## src/rtl/uart_rx_fifo.sv

```systemverilog
// uart_rx_fifo: first-word fall-through byte FIFO between a UART receiver and an APB read path.
// The sticky overrun flag exists only when UART_RX_FIFO_OVERRUN_EN is defined; otherwise it reads 0.
module uart_rx_fifo #(
    parameter int DEPTH = 16,
    parameter int AW    = $clog2(DEPTH)
) (
    input  logic          PCLK,
    input  logic          PRESET,
    input  logic [7:0]    rx_data,
    input  logic          rx_done,
    input  logic          pop,
    input  logic          flush,
    input  logic          ovr_clr,
    output logic [7:0]    rd_data,
    output logic          empty,
    output logic          full,
    output logic [AW:0]   count,
    output logic          overrun
);

    localparam logic [AW:0]   LP_DEPTH   = (AW+1)'(DEPTH);
    localparam logic [AW-1:0] LP_PTR_ONE = AW'(1);
    localparam logic [AW:0]   LP_CNT_ONE = (AW+1)'(1);

    logic [7:0]    r_mem [DEPTH];
    logic [AW-1:0] r_wr_ptr;
    logic [AW-1:0] r_rd_ptr;
    logic [AW:0]   r_count;

    logic w_empty;
    logic w_full;
    logic w_pop_ok;
    logic w_push_ok;
    logic w_drop;

    assign w_empty   = (r_count == '0);
    assign w_full    = (r_count == LP_DEPTH);
    assign w_pop_ok  = pop && !w_empty;
    // A pop in the same cycle frees the slot, so a full FIFO can still take a byte.
    assign w_push_ok = rx_done && (!w_full || w_pop_ok);
    assign w_drop    = rx_done && w_full && !w_pop_ok;

    always_ff @(posedge PCLK) begin
        if (w_push_ok && !flush) begin
            r_mem[r_wr_ptr] <= rx_data;
        end
    end

    always_ff @(posedge PCLK or posedge PRESET) begin
        if (PRESET) begin
            r_wr_ptr <= '0;
            r_rd_ptr <= '0;
            r_count  <= '0;
        end else if (flush) begin
            r_wr_ptr <= '0;
            r_rd_ptr <= '0;
            r_count  <= '0;
        end else begin
            if (w_push_ok) begin
                r_wr_ptr <= r_wr_ptr + LP_PTR_ONE;
            end
            if (w_pop_ok) begin
                r_rd_ptr <= r_rd_ptr + LP_PTR_ONE;
            end
            case ({w_push_ok, w_pop_ok})
                2'b10:   r_count <= r_count + LP_CNT_ONE;
                2'b01:   r_count <= r_count - LP_CNT_ONE;
                default: r_count <= r_count;
            endcase
        end
    end

    assign rd_data = w_empty ? 8'h00 : r_mem[r_rd_ptr];
    assign empty   = w_empty;
    assign full    = w_full;
    assign count   = r_count;

`ifdef UART_RX_FIFO_OVERRUN_EN
    logic r_overrun;

    // A drop in the same cycle as a clear keeps the flag set.
    always_ff @(posedge PCLK or posedge PRESET) begin
        if (PRESET) begin
            r_overrun <= 1'b0;
        end else if (w_drop) begin
            r_overrun <= 1'b1;
        end else if (ovr_clr) begin
            r_overrun <= 1'b0;
        end
    end

    assign overrun = r_overrun;
`else
    logic w_unused;

    assign w_unused = ovr_clr ^ w_drop;
    assign overrun  = 1'b0;
`endif

endmodule

```

## config.mk

```make
export PLATFORM = sky130hd
export DESIGN_NAME = uart_rx_fifo
export DESIGN_NICKNAME = d
export VERILOG_FILES = /design/src/rtl/uart_rx_fifo.sv
export SDC_FILE = /design/constraint.sdc
export NUM_CORES = 1
export LEC_CHECK = 0
export ABC_AREA = 0
export CORE_ASPECT_RATIO = 1.75
export CORE_MARGIN = 10
export CORE_UTILIZATION = 55
export CTS_CLUSTER_SIZE = 10
export DETAILED_ROUTE_END_ITERATION = 12
export PLACE_DENSITY = 0.73
export SYNTH_ARGS = -nofsm -noshare
export SYNTH_HDL_FRONTEND = slang
export SYNTH_SLANG_ARGS = --single-unit
```

## constraint.sdc

```tcl
create_clock -name PCLK -period 3.5 [get_ports PCLK]
set_input_delay 0.7 -clock PCLK [delete_from_list [all_inputs] [get_ports PCLK]]
set_output_delay 0.7 -clock PCLK [all_outputs]
set_load 0.02 [all_outputs]
```

# Word level (Yosys, flattened, before mapping)
# Memories as Yosys holds them, arrays and structs flattened.
# Cells that the tools add are included.
[word_totals] reg_bits=13 latchBits=0 mem_bits_rw=128 mem_bits_ro=0 word_cells=31 mem_count=1
[mem_list] name="r_mem" depth=16 width=8 rd=1 rd_ports_with_merged_regs=0 wr=1 line_no="25" text="logic [7:0] r_mem [DEPTH];"
[classes] multipliers=0 bitwise=0 n_reduce_logical=11 n_shift=0 order_cmp=0 n_addsub=4 eq_ne=3 n_div=0 muxes=9
[ops] op="$mux 4" n=4
[ops] op="$pmux 5 s2" n=1
[ops] op="$add 4x1->4 const B" n=2
[ops] op="$mux 8" n=1
[ops] op="$add 5x1->5 const B" n=1
[ops] op="$eq 5x5->1 const B" n=1
[ops] op="$logic_not 5->1" n=1
[ops] op="$mux 5" n=1
[ops] op="$sub 5x1->5 const B" n=1
[ops] op="$reduce_bool 2->1" n=2
[ops] op="$logic_and 1x1->1" n=3
[ops] op="$logic_not 1->1" n=3
[ops] op="$reduce_bool 3->1" n=1
[ops] op="$eq 2x1->1 const B" n=1
[ops] op="$eq 2x2->1 const B" n=1
[ops] op="$mux 1" n=2
[ops] op="$logic_or 1x1->1" n=1

# Longest topological paths before layout
# Gate-level depths: netlist of run 1.
[logic_depth] ltp_word=8 depth_mapped=9 ltp_nobuf=9

# Worst setup path before layout of run 1
# OpenSTA, ideal clock, no wires.
[synth_path] path_kind="reg-to-reg" start="reg r_count[0], in the netlist count[0]" end="reg r_count[4], in the netlist count[4]" arrival_ps=2806 path_buffers=0 t_required_ps=3418 setup_slack_ps=612 period_less_slack_ps=2888 stages_incl_launch_ff=10 setup_ps=82 cell_sequence="dfrtp_1 or4_4 nor2_2 or2_2 inv_1 ha_1 nand2b_1 a2111o_1 o22a_1 a31oi_1"
[synth_between] elab_chain_cells=8 elab_cells_between_ends=14 classes_between="add/sub: 2; eq/ne: 3; mux: 2; reduce/logical: 7"
[synth_rtl] item="start: declaration" line_no="28" text="logic [AW:0] r_count;"
[synth_rtl] item="start signal: assignment" line_no="66" text="2'b10: r_count <= r_count + LP_CNT_ONE;"
[synth_rtl] item="start signal: assignment" line_no="67" text="2'b01: r_count <= r_count - LP_CNT_ONE;"
[synth_rtl] item="start signal: assignment" line_no="68" text="default: r_count <= r_count;"
[synth_rtl] item="$logic_not 5->1 *" line_no="36" text="assign w_empty = (r_count == '0);"
[synth_rtl] item="named net empty" line_no="15" text="output logic empty,"
[synth_rtl] item="$logic_not 1->1 *" line_no="38" text="assign w_pop_ok = pop && !w_empty;"
[synth_rtl] item="$logic_and 1x1->1 *" line_no="38"
[synth_rtl] item="$logic_or 1x1->1" line_no="40" text="assign w_push_ok = rx_done && (!w_full || w_pop_ok);"
[synth_rtl] item="$logic_and 1x1->1" line_no="40"
[synth_rtl] item="$eq 2x1->1 / $eq 2x2->1 (equally long branches)" line_no="65" text="case ({w_push_ok, w_pop_ok})"
[synth_rtl] item="$pmux 5 s2" line_no="65"
[synth_rtl] item="$mux 5" line_no="54" text="end else if (flush) begin"
# The timed path passes the listed nets; every way through them passes the cells marked *.
# A chain may end at the register's enable or synchronous reset.

# Final worst setup path of run 1
[layout_path] start="reg r_rd_ptr[1]" end="out rd_data[5]"
[layout_between] elab_chain_cells=2
[layout_rtl] item="start: declaration" line_no="27" text="logic [AW-1:0] r_rd_ptr;"
[layout_rtl] item="start signal: assignment" line_no="63" text="r_rd_ptr <= r_rd_ptr + LP_PTR_ONE;"
[layout_rtl] item="$mem_v2 16x8"
[layout_rtl] item="$mux 8" line_no="73" text="assign rd_data = w_empty ? 8'h00 : r_mem[r_rd_ptr];"
[layout_rtl] item="end: declaration" line_no="14" text="output logic [7:0] rd_data,"
# No other way between the ends.

==> results of run 1 <==
final cells by class:
type                            instances  share of cell area [%]
Clock buffer                           21                    6.57
Clock inverter                         11                    2.29
Inverter                                9                   0.471
Multi-Input combinational cell        158                    23.3
Sequential cell                       141                    58.2
Tap cell                              130                    2.27
Timing Repair Buffer                   53                    6.93
flip-flops by register name, summed over array words and instances, names as in the netlist:
register / cells
r_mem: 128
r_rd_ptr: 4
count: 5
r_wr_ptr: 4
per-layer routing:
layer	routed length, µm	part of all wire (%)	vias up	track usage (%)
li1	-	-	1406	-
met1	4670	38	1656	18.3
met2	6830	56	78	27.8
met3	531	4.3	20	4.17
met4	274	2.2	0	6.61
met5	0	0	-	0
worst register-to-register path, stage by stage, from the launching register on:
cell	delay (ps)
dfrtp_1	460
or4_4	620
nor2_2	330
or2_2	220
inv_1	80
ha_1	340
nand2b_1	130
a2111o_1	410
o22a_1	200
a31oi_1	130
worst min-delay path by stage:
stage	slack, ps	to	depth (start not counted)
6_report	610	count[3]	2
5_1_grt	650	count[3]	2
4_1_cts	600	count[3]	2
3_5_place_dp	600	count[3]	2
3_3_place_gp	580	count[3]	2
2_1_floorplan	560	r_wr_ptr[3]	2
through the flow:
stage | power, W | instance area (µm²) | setup WS, ps
6_report | 0.00503 | 7170 | 115
5_1_grt | 0.00522 | 7170 | 17.7
4_1_cts | 0.00508 | 7150 | 6.51
3_5_place_dp | 0.00320 | 6520 | 372
3_3_place_gp | 0.00318 | 6520 | 399
2_1_floorplan | 0.00278 | 6060 | 612
cell usage in the layout (no fill, tap or decap), types with 3 or more instances in the layout:
master	instances
nor2b_1	9
clkbuf_16	17
or3_1	3
xor2_1	3
dlygate4sd2_1	3
nand2_1	5
dlymetal6s2s_1	4
mux4_2	18
xnor2_1	3
mux4_1	14
ha_1	8
edfxtp_1	128
nand3_1	3
mux2i_1	12
clkinv_2	4
inv_1	9
bufinv_16	4
nor2_1	28
nand2b_1	3
a211oi_1	16
dfrtp_1	12
clkdlybuf4s50_1	20
buf_4	24
a21oi_1	6
clkbuf_8	3
power breakdown:
| part | switching, W | internal (W) | total [W] |
|---|---|---|---|
| clock | 0.000657 | 0.00125 | 0.00190 |
| sequential | 0.0000614 | 0.00189 | 0.00195 |
| combinational | 0.000630 | 0.000551 | 0.00118 |
kinds of logic (layout without fill, tap and decap cells):
family / count (synthesis) / in the layout / share of synthesized area [%]
DFF: 141 / 141 / 68.8
and+or+nand+nor: 64 / 64 / 5.51
muxes: 46 / 46 / 15.1
AOI/OAI and AO/OA: 32 / 32 / 3.98
buffers and inverters: 27 / 94 / 3.73
adders and majority gates: 9 / 9 / 1.98
xor gates and xnor gates: 6 / 6 / 0.867
other: 1 / 1 / 0.0618
what timing repair did:
item / CTS / global route
hold buffers: 0 / 0
setup endpoints to repair: 3 / 5
resized for setup: 3 / 5
==> flow_summary.toml, run 1 <==
[floorplan]
die_h_um = 159
start_util_pct = 56.3
die_area_um2 = 15800
die_w_um = 99.4
rows = 50
core_um2 = 10800
ios = 30

[yosys]
synth_nets = 349
async_reset_ff_share_pct = 9.22
synthesis.area_um2 = 6060
syn_area_per_cell_um2 = 18.6
synth_top_area_share_pct = 63.4
ys.flop_type = "edfxtp_1"
yosys.cell_count.top_type = "edfxtp_1"
synth.area.top_cells = "edfxtp_1 63%, mux4_2 6.7%, mux4_1 6.1%, dfrtp_1 5.4%, clkbuf_8 2.0%"
yosys_warnings = 0
ys_ff_latch = 141
synthTopCellsByCount = "128 x edfxtp_1, 28 x nor2_1, 18 x mux4_2"
synth_largest_area_cell = "edfxtp_1"
synth-edff-count = 128
seq_area_frac_synth_pct = 68.8
synth_cell_types = 46
syn_inst = 326

[timing]
rsz0062_at_grt = "no"
relSlewSlack_pct = 48.8
layout_min_cycle_time_ps = 3380
fmax_mhz = 295
fin_skew_ps = 6.52
drv_slew = 0
tightest_slew_ps = 768
fin_setup_tns_ps = 0
hold_slack_ps = 606
hold_viol = 0
setup_viol = 0
fin_crit_sh_pct = 96.7

[setup_path]
critPathSlowestCell = "clkdlybuf4s50_1"
path_cells = "buf_12, mux4_2, nor2b_1, a211oi_1, a211oi_1, clkdlybuf4s50_1"
endpoint_kind = "primary output"
critPathKind = "register to primary output"
reg2reg_depth = 9
critical_path_required_ps = 2800
crit_fanout = 35
crit_top_cell = "a211oi_1"
r2r_setup_slack_ps = 500
critPathArrivalTime_ps = 2680
critPathLaunch = "r_rd_ptr[1]"
r2r_start = "count[0]"
startpoint_type = "register"
worst-path-buf-inv = 2
timing.rr.end = "count[4]"
critical_path_depth = 6
cp-endpoint = "rd_data[5]"
critPathMaxStageDelay_ps = 590
critPathTopFamily = "buffers and inverters"

[placement]
dp.cells = 491
place_hpwl_um = 8190
io_buffers = 27
gp_congestion = 0.829

[hold_path]
hold_start = "count[3]"
hold_path.class = "register to register"

[cts]
cts_setup_buffers = 0
cts_made_buffers = 17
clockBufferDepth = 2
cts_tree = "done"
clk_pin_slew_ps = 60
cts_sinks = 141
htreeDepth = 4
clock_latency_ps = 410
cts-root-buf = "clkbuf_16"

[power_and_ir_drop]
ir_drop_uv = 670
p_leak_nw = 2.48
power_per_cell_area_nw_per_um2 = 702

[run_status]
status = "complete, no violations"

[cells_and_area]
syn_to_final_growth_pct = 18.2
nets = 403
seq_area_um2 = 4170
layout.cells.non_filler = 523
antennaDiodeCount = 0
multi_input_area_um2 = 1670
drive_above_1_share_pct = 22.4
fill_cells = 753
utilization_pct = 66.6

[grt]
grt-ovfl-total = 0
antenna_found_initial = 0
grt_pass1_wl_um = 19400
grt.total_usage_pct = 16.1
grt_max_degree = 36
grt_pass1_vias = 3371

[detailed_routing]
ant_nets = 0
wl_per_cell_um = 23.5
drtPass1Iterations = 4
drt-total-wl_um = 12300
initialDrtViolationCount = 242
routed_via_density = 6.04
drc = 0
via_count = 3160

[job]
maxCapViolations = 0
Note: power is estimated with default switching activity, not from simulation.
==> inputs of run 2 (changes only) <==
--- a/config.mk
+++ b/config.mk
@@ -9,6 +9,7 @@
 export CORE_ASPECT_RATIO = 1.75
 export CORE_MARGIN = 10
 export CORE_UTILIZATION = 55
+export CTS_BUF_LIST = sky130_fd_sc_hd__clkbuf_4 sky130_fd_sc_hd__clkbuf_8
 export CTS_CLUSTER_SIZE = 10
 export DETAILED_ROUTE_END_ITERATION = 12
 export PLACE_DENSITY = 0.73
==> run 2 against run 1 <==
- final cell count stayed put
- highest routed layer unchanged
- worst setup slack gained 73 ps
- critical path type unchanged
- clock skew rose by 2.2 ps
- clock power fell by 25%
- largest cell class unchanged
==> flow_summary.toml, run 2 (same netlist as run 1, synthesis figures left out) <==
[hold_path]
hold_path.class = "register to register"

[cells_and_area]
final_common_cell = "edfxtp_1"
final_area_um2 = 6970
multi_input_area_um2 = 1670
mostFrequentLayoutCells = "128 x edfxtp_1, 28 x nor2_1, 24 x buf_4, 20 x clkbuf_8, 19 x clkdlybuf4s50_1"
utilization_pct = 64.7
largest-register = "r_mem"
drive_above_1_share_pct = 22.6
largest_reg_flops = 128
nets = 403
seq_area_um2 = 4170
antennaDiodeCount = 0
fill_cells = 771
syn_to_final_growth_pct = 14.9

[cts]
hold_buffers = 0
cts_tree = "done"
clock_latency_ps = 420
htreeDepth = 4
cts_sinks = 141
clk_pin_slew_ps = 70
cts_setup_buffers = 0
cts-root-buf = "clkbuf_8"
cts_made_buffers = 17
clockBufferDepth = 2

[timing]
fin_setup_tns_ps = 0
tightest_slew_ps = 762
hold_slack_ps = 609
hold_viol = 0
setup_viol = 0
fin_skew_ps = 8.76
relSlewSlack_pct = 49.2
drv_slew = 0
layout_min_cycle_time_ps = 3310
rsz0062_at_grt = "no"
fmax_mhz = 302
fin_crit_sh_pct = 94.6

[placement]
dpl-instance-area_um2 = 6520
place_hpwl_um = 8190
gp_congestion = 0.829
io_buffers = 27

[setup_path]
endpoint_kind = "primary output"
crit_top_cell = "a211oi_1"
crit_fanout = 35
r2r_setup_slack_ps = 500
critPathTopFamily = "buffers and inverters"
path_cells = "buf_12, mux4_1, nor2b_1, a211oi_1, a211oi_1, dlygate4sd2_1"
critPathKind = "register to primary output"
critPathSlowestCell = "mux4_1"
critPathMaxStageDelay_ps = 580
critPathArrivalTime_ps = 2610
critical_path_required_ps = 2800
worst-path-buf-inv = 2
startpoint_type = "register"

[power_and_ir_drop]
ir_drop_uv = 575
power.total_w = 0.00452
p_leak_nw = 2.36
power_per_cell_area_nw_per_um2 = 648

[detailed_routing]
via_count = 3075
drc = 0
ant_nets = 0
wl_per_cell_um = 22.4
routed_via_density = 5.88
drt-total-wl_um = 11700
initialDrtViolationCount = 238
drtPass1Iterations = 4

[floorplan]
die_w_um = 99.4
die_area_um2 = 15800
rows = 50
ios = 30
die_h_um = 159
start_util_pct = 56.3
core_um2 = 10800

[grt]
grt_pass1_wl_um = 18700
grt_max_degree = 36
grt-ovfl-total = 0
grt.total_usage_pct = 15.5
antenna_found_initial = 0
grt_pass1_vias = 3286

[job]
maxCapViolations = 0

[run_status]
status = "complete, no violations"
-- run 2: changes by cell type in the layout (fill, tap and decap cells not counted), sizes merged --
cell           before  now
dlymetal6s2s        4    1
dlygate4sd2         3    7
clkdlybuf4s50      20   19
-- run 2: power by group --
part | switching, W | internal (W) | leakage [nW]
Sequential | 0.0000601 | 0.00188 | 1.33
Clock | 0.000579 | 0.000838 | 0.225
Combinational | 0.000622 | 0.000532 | 0.813
-- run 2: metal layers --
layer | wire, µm | GRT usage [%] | up-vias
li1 | - | - | 1403
met1 | 4380 | 17.6 | 1588
met2 | 6700 | 27.2 | 75
met3 | 519 | 3.73 | 9
met4 | 133 | 6.02 | 0
met5 | 0 | 0 | -
-- run 2: worst register-to-register path: stages (launching register included) --
cell and delay (ps):
dfrtp_1 470, or4_4 620, nor2_2 330, or2_2 230
inv_1 80, ha_1 340, nand2b_1 120, a2111o_1 400
o22a_1 200, a31oi_1 130
-- run 2: through the flow --
stage	instances	setup WS (ps)
2_1_floorplan	326	612
3_3_place_gp	491	399
3_5_place_dp	491	372
4_1_cts	523	48.6
5_1_grt	523	23.6
6_report	523	189
-- run 2: area by class of cell --
type                            instances  area share [%]
Clock buffer                           21            4.06
Clock inverter                         11            2.35
Inverter                                9           0.485
Multi-Input combinational cell        158            23.9
Sequential cell                       141            59.9
Tap cell                              130            2.34
Timing Repair Buffer                   53            6.95
-- run 2: worst paths after layout --
kind                        startpoint          end  depth (start not counted)
setup / recovery           r_rd_ptr[1]   rd_data[3]                          6
hold / removal                count[3]     count[3]                          2
setup reg to reg              count[0]     count[4]                          9
hold reg to reg               count[3]     count[3]                          2
max in group asynchronous       PRESET  r_rd_ptr[3]                          2
min in group asynchronous       PRESET     count[1]                          2
-- run 2: repair_timing --
item                       4_1_cts  5_1_grt
gates resized for setup          7        2
setup endpoints to repair        7        1
cloned                           0        0
